==> src/rtl/btc_miner_host.sv <==
// btc_miner_host: host side of the tt_um_bitcoin rq/rdy byte link.
// Serves the padded message with a live nonce, collects the sha256d result,
// and relaunches with nonce+1 until hash < target or the budget is spent.
module btc_miner_host #(
    parameter int unsigned NONCE_BASE = 76,
    parameter int unsigned TIMEOUT    = 65535
) (
    input  logic         clk,
    input  logic         rst_n,
    input  logic [7:0]   chip_uo,
    input  logic         chip_rq,
    input  logic         chip_done,
    output logic [7:0]   chip_ui,
    output logic         chip_start,
    output logic         chip_rdy,
    input  logic         cfg_we,
    input  logic [6:0]   cfg_addr,
    input  logic [7:0]   cfg_wdata,
    input  logic         go,
    input  logic [31:0]  nonce_init,
    input  logic [31:0]  max_iter,
    input  logic [255:0] target,
    output logic         busy,
    output logic         found,
    output logic         exhausted,
    output logic         timeout_err,
    output logic [255:0] hash,
    output logic [31:0]  nonce
);
    typedef enum logic [2:0] {IDLE, START, FEED, READ, CHECK} state_t;

    localparam logic [6:0] NB = 7'(NONCE_BASE);

    state_t         state_q;
    logic [7:0]     mem_q [128];
    logic [31:0]    cur_q, iter_q, wd_q, nonce_q;
    logic [6:0]     k_q;
    logic           rq_q, done_q;
    logic [7:0]     chip_ui_q;
    logic           chip_start_q, chip_rdy_q, busy_q, found_q, exhausted_q, timeout_q;
    logic [255:0]   hash_q;

    logic [6:0]     a_off;
    logic [7:0]     feed_byte;
    logic [31:0]    lim, iter_d;
    logic           edge_seen, wd_hit;

    assign chip_ui     = chip_ui_q;
    assign chip_start  = chip_start_q;
    assign chip_rdy    = chip_rdy_q;
    assign busy        = busy_q;
    assign found       = found_q;
    assign exhausted   = exhausted_q;
    assign timeout_err = timeout_q;
    assign hash        = hash_q;
    assign nonce       = nonce_q;

    // Byte selection for the chip, loop limit and watchdog expiry.
    always_comb begin
        a_off     = chip_uo[6:0] - NB;
        feed_byte = (a_off < 7'd4) ? cur_q[{a_off[1:0], 3'b000} +: 8] : mem_q[chip_uo[6:0]];
        lim       = (max_iter == 32'd0) ? 32'd1 : max_iter;
        iter_d    = iter_q + 32'd1;
        edge_seen = (chip_rq != rq_q) || (chip_done != done_q);
        wd_hit    = !edge_seen && (wd_q >= TIMEOUT - 32'd1);
    end

    // Message buffer: host writes only while idle, contents survive reset.
    always_ff @(posedge clk) begin
        if (state_q == IDLE && cfg_we) mem_q[cfg_addr] <= cfg_wdata;
    end

    // Mining FSM with handshake, hash capture, watchdog and status flags.
    always_ff @(posedge clk or negedge rst_n) begin
        if (!rst_n) begin
            state_q      <= IDLE;
            cur_q        <= '0;
            iter_q       <= '0;
            wd_q         <= '0;
            k_q          <= '0;
            rq_q         <= 1'b0;
            done_q       <= 1'b0;
            chip_ui_q    <= '0;
            chip_start_q <= 1'b0;
            chip_rdy_q   <= 1'b0;
            busy_q       <= 1'b0;
            found_q      <= 1'b0;
            exhausted_q  <= 1'b0;
            timeout_q    <= 1'b0;
            hash_q       <= '0;
            nonce_q      <= '0;
        end else begin
            rq_q         <= chip_rq;
            done_q       <= chip_done;
            chip_start_q <= 1'b0;
            wd_q         <= (edge_seen || !(state_q == FEED || state_q == READ)) ? 32'd0 : wd_q + 32'd1;
            case (state_q)
                IDLE: begin
                    if (go) begin
                        cur_q        <= nonce_init;
                        iter_q       <= '0;
                        found_q      <= 1'b0;
                        exhausted_q  <= 1'b0;
                        timeout_q    <= 1'b0;
                        busy_q       <= 1'b1;
                        chip_start_q <= 1'b1;
                        state_q      <= START;
                    end
                end
                START: state_q <= FEED;
                FEED: begin
                    if (wd_hit) begin
                        timeout_q  <= 1'b1;
                        chip_rdy_q <= 1'b0;
                        busy_q     <= 1'b0;
                        state_q    <= IDLE;
                    end else if (chip_done) begin
                        k_q        <= '0;
                        chip_rdy_q <= chip_rdy_q & chip_rq;
                        state_q    <= READ;
                    end else if (chip_rq && !chip_rdy_q) begin
                        chip_ui_q  <= feed_byte;
                        chip_rdy_q <= 1'b1;
                    end else if (!chip_rq) begin
                        chip_rdy_q <= 1'b0;
                    end
                end
                READ: begin
                    if (wd_hit) begin
                        timeout_q  <= 1'b1;
                        chip_rdy_q <= 1'b0;
                        busy_q     <= 1'b0;
                        state_q    <= IDLE;
                    end else if (done_q && !chip_done) begin
                        chip_rdy_q <= 1'b0;
                        if (k_q == 7'd32) begin
                            state_q <= CHECK;
                        end else begin
                            timeout_q <= 1'b1;
                            busy_q    <= 1'b0;
                            state_q   <= IDLE;
                        end
                    end else if (chip_rq && !chip_rdy_q) begin
                        if (k_q < 7'd32) hash_q[{5'd31 - k_q[4:0], 3'b000} +: 8] <= chip_uo;
                        if (k_q != 7'd127) k_q <= k_q + 7'd1;
                        chip_rdy_q <= 1'b1;
                    end else if (!chip_rq) begin
                        chip_rdy_q <= 1'b0;
                    end
                end
                CHECK: begin
                    nonce_q <= cur_q;
                    iter_q  <= iter_d;
                    if (hash_q < target) begin
                        found_q <= 1'b1;
                        busy_q  <= 1'b0;
                        state_q <= IDLE;
                    end else if (iter_d >= lim) begin
                        exhausted_q <= 1'b1;
                        busy_q      <= 1'b0;
                        state_q     <= IDLE;
                    end else begin
                        cur_q        <= cur_q + 32'd1;
                        chip_start_q <= 1'b1;
                        state_q      <= START;
                    end
                end
                default: state_q <= IDLE;
            endcase
        end
    end
endmodule
==> config.mk <==
export PLATFORM = sky130hd
export DESIGN_NAME = btc_miner_host
export DESIGN_NICKNAME = d
export VERILOG_FILES = /design/src/rtl/btc_miner_host.sv
export SDC_FILE = /design/constraint.sdc
export NUM_CORES = 2
export LEC_CHECK = 0
export ABC_AREA = 0
export ABC_CLOCK_PERIOD_IN_PS = 4860
export CAP_MARGIN = 0
export CORE_AREA = 2 2 515 517
export CTS_CLUSTER_SIZE = 40
export DETAILED_ROUTE_END_ITERATION = 10
export DIE_AREA = 0 0 517 519
export GPL_ROUTABILITY_DRIVEN = 0
export PLACE_DENSITY = 0.48
export REMOVE_ABC_BUFFERS = 1
export SETUP_SLACK_MARGIN = 0.2
export SYNTH_ARGS = -nofsm -noshare
export SYNTH_HDL_FRONTEND = slang
export SYNTH_SLANG_ARGS = --single-unit
==> constraint.sdc <==
create_clock -name clk -period 4.86 [get_ports clk]
set_clock_uncertainty 0.15 [all_clocks]
set_input_delay 0.486 -clock clk [delete_from_list [all_inputs] [get_ports clk]]
set_output_delay 0.486 -clock clk [all_outputs]
set_load 0.005 [all_outputs]
==> flow_metrics.env <==
export IMPL_slew_viol_final=0
export IMPL_clock_sinks=1434
export IMPL_cts_tree="yes"
export IMPL_htreeDepth=4
export IMPL_vias_per_cell=4.79
export IMPL_utilization_pct=31.4
export IMPL_crit_arrival_ps=5020
export IMPL_critical_path_endpoint="cur_q[31]$_DFFE_PN0P_"
export IMPL_area_growth_syn_to_layout_pct=26.5
export IMPL_synth_compound_area_share_pct=6.38
export IMPL_vias=42995
export IMPL_synth_distinct_cells=70
export IMPL_ant_nets=0
export IMPL_fill_cells=26301
export IMPL_firstDrtPassIters=7
export IMPL_start_kind="flip-flop"
export IMPL_leakagePower_nw=30.9
export IMPL_max_cap_violations=0
export IMPL_yosysSeqAreaShare_pct=62.8
export IMPL_port_buffers=650
export IMPL_synthMuxAreaShare_pct=13.3
export IMPL_grt_pass1_wl_mm=344
export IMPL_drc=0
export IMPL_grt_max_degree=118
export IMPL_setup_violations=0
export IMPL_grt_pass1_vias=43617
export IMPL_critical_path_max_fanout=35
export IMPL_core_area_sq_um=263000
export IMPL_clkTransAtPathRegs_ps=60
export IMPL_hpwl_mm=184
export IMPL_fp_row_count=189
export IMPL_fin_tns_setup_ps=0
export IMPL_r2r_setup_slack_ps=330
export IMPL_timing_rr_start="hash[23]$_DFFE_PN0P_"
export IMPL_yosys_area_share_simple_pct=7.90
export IMPL_wl_per_cell_um=27.6
export IMPL_drt_met1_wl_mm=99.7
export IMPL_rsz0062_at_grt="false"
export IMPL_synth_most_common_cell="edfxtp_1"
export IMPL_finalWirelength_mm=248
export IMPL_status="complete, no violations"
export IMPL_synthAdderAreaFrac_pct=5.69
export IMPL_power_density_nw_per_um2=364
export IMPL_insertion_delay_ps=820
export IMPL_wl_met2_mm=118
export IMPL_worstPathRequired_ps=5360
export IMPL_syn_cell_area_sq_um=65300
export IMPL_max_freq_mhz=221
export IMPL_die_w_um=517
export IMPL_die_area_sq_um=268000
export IMPL_drtIter0Drc=3443
export IMPL_highest_layer="met5"
export IMPL_whs_ps=126
export IMPL_grt_total_usage_pct=18.1
export IMPL_synthTopCellsByArea="edfxtp_1 47%, dfrtp_1 16%, mux4_2 12%"
export IMPL_synth_edf_count=1024
export IMPL_antenna_found_initial=27
export IMPL_wl_met3_mm=15.8
export IMPL_synth_seq_cells=1434
export IMPL_cp_end_kind="flip-flop"
export IMPL_synth_xor_area_share_pct=0.872
export IMPL_pre_cts_slack_ps=-60.4
export IMPL_tightest_slew_ps=1370
export IMPL_grt_ovfl_total=0
export IMPL_vdd_ir_drop_worst_uv=269
export IMPL_finalPower_mw=30.1
export IMPL_nets=5947
export IMPL_period_share_pct=93.1
export IMPL_initial_core_util_pct=24.8
export IMPL_timing_rr_end="cur_q[31]$_DFFE_PN0P_"
export IMPL_drive_gt1_share_pct=16.4
export IMPL_io_pins=651
export IMPL_hold_path_class="in -> async"
export IMPL_syn_inst=4526
export IMPL_ys_top_cells_by_count="1024 x edfxtp_1, 505 x nand2_1, 410 x dfrtp_1"
export IMPL_numCtsBuffers=165
export IMPL_critPathKind="reg -> reg"
export IMPL_synth_top_family_by_area="multiplexers"
export IMPL_rr_worst_depth=12
export IMPL_synth_top_cell_by_area="edfxtp_1"
export IMPL_clk_path_buf_depth=3
export IMPL_ys_warn_count=0
export IMPL_synthArstFlopShare_pct=28.6
export IMPL_synth_top_area_share_pct=47.1
export IMPL_setup_slack_ps=334
export IMPL_avgSynthCellArea_sq_um=14.4
export IMPL_clockRootBuffer="clkbuf_16"
export IMPL_critPathLaunch="hash[23]$_DFFE_PN0P_"
export IMPL_fin_crit_ps=4530
export IMPL_synthFlopType="edfxtp_1"
export IMPL_hold_viol_final=0
export IMPL_die_y_um=519
export IMPL_relSlewSlack_pct=8.02
repair_timing:
action,CTS,global route
gates cloned,0,0
pin swaps,0,6
setup endpoints to repair,24,32
hold buffers,2,0
buffers inserted,0,6
gates resized for setup,2,10
hold endpoints to repair,87,0
report_power, final:
part,switching [mW],total [mW],internal [mW]
Clock,5.36,12.7,7.30
Combinational,2.12,3.56,1.44
Sequential,0.461,13.8,13.4
state kept, by name, indices dropped and copies added (netlist names), 7 cells and up:
register / cells
wd_q: 32
cur_q: 32
k_q: 7
nonce: 32
hash: 256
chip_ui: 8
iter_q: 32
mem_q: 1024
worst max-delay path, cell delays in order, from the launching register on:
cell and delay (ps):
dfrtp_1 550, ha_1 380, nand4_1 120, or4_1 650, nor4_1 810, nor4_1 120
buf_4 220, o31ai_1 380, o41ai_4 210, buf_4 330, nand2_1 130, buf_4 170
o221ai_1 120
cells by family (layout without fill, tap and decap cells):
logic type,count (synthesis),in the layout
buffers and inverters,521,1427
AND/OR/NAND/NOR,1144,1144
AO/OA/AOI/OAI,637,637
XOR/XNOR,65,65
multiplexers,428,428
adder cells (fa/ha/maj),297,297
flip-flops,1434,1434
other,0,12
area by class of cell:
| type | instances | area [sq um] | area share [%] |
|---|---|---|---|
| antenna | 12 | 30.0 | 0.0364 |
| clock buffer | 205 | 4400 | 5.33 |
| clock inverter | 93 | 1140 | 1.38 |
| inverter | 319 | 1200 | 1.45 |
| multi-input combinational | 2571 | 22400 | 27.2 |
| sequential | 1434 | 41000 | 49.7 |
| tap | 3533 | 4420 | 5.35 |
| timing repair buffer | 810 | 7960 | 9.64 |
worst min-delay path by stage:
stage / depth (start not counted) / slack [ps] / startpoint / endpoint
after floorplan: 0 / 40 / rst_n / busy$_DFFE_PN0P_
after global placement: 2 / 320 / nonce[10]$_DFFE_PN0P_ / nonce[10]$_DFFE_PN0P_
final: 2 / 130 / rst_n / hash[229]$_DFFE_PN0P_
after CTS: 1 / 80 / chip_rq / rq_q$_DFF_PN0_
after detailed placement: 2 / 320 / nonce[12]$_DFFE_PN0P_ / nonce[12]$_DFFE_PN0P_
after global routing: 1 / 130 / cfg_wdata[1] / mem_q[126][1]$_DFFE_PP_
stage by stage:
step | cells | cell area, sq um
2_1_floorplan | 4324 | 64500
3_3_place_gp | 8658 | 76900
3_5_place_dp | 8659 | 76900
4_1_cts | 8959 | 82500
5_1_grt | 8968 | 82600
6_report | 8977 | 82600
metal layers:
metal	vias up	global-route usage [%]
li1	18834	-
met1	22219	22.2
met2	1504	29.9
met3	418	3.89
met4	20	9.10
met5	-	0
layout by cell type (no fill, tap or decap), drive strengths merged, types with 24 or more instances in the layout:
cell type and instances:
nor4 30, and3 28, a211oi 36, buf 173, inv 324, nand4 97, a31oi 26, ha 297
nand2 505, a21o 33, edfxtp 1024, mux4 344, nand3 115, clkinv 68, clkbuf 205, nor2 269
mux2 76, o21ai 177, nor3 36, a21oi 117, o31ai 145, dfrtp 410, xor2 41, clkdlybuf4s50 635
xnor2 24
No activity file was read; power rests on OpenSTA's default activity.
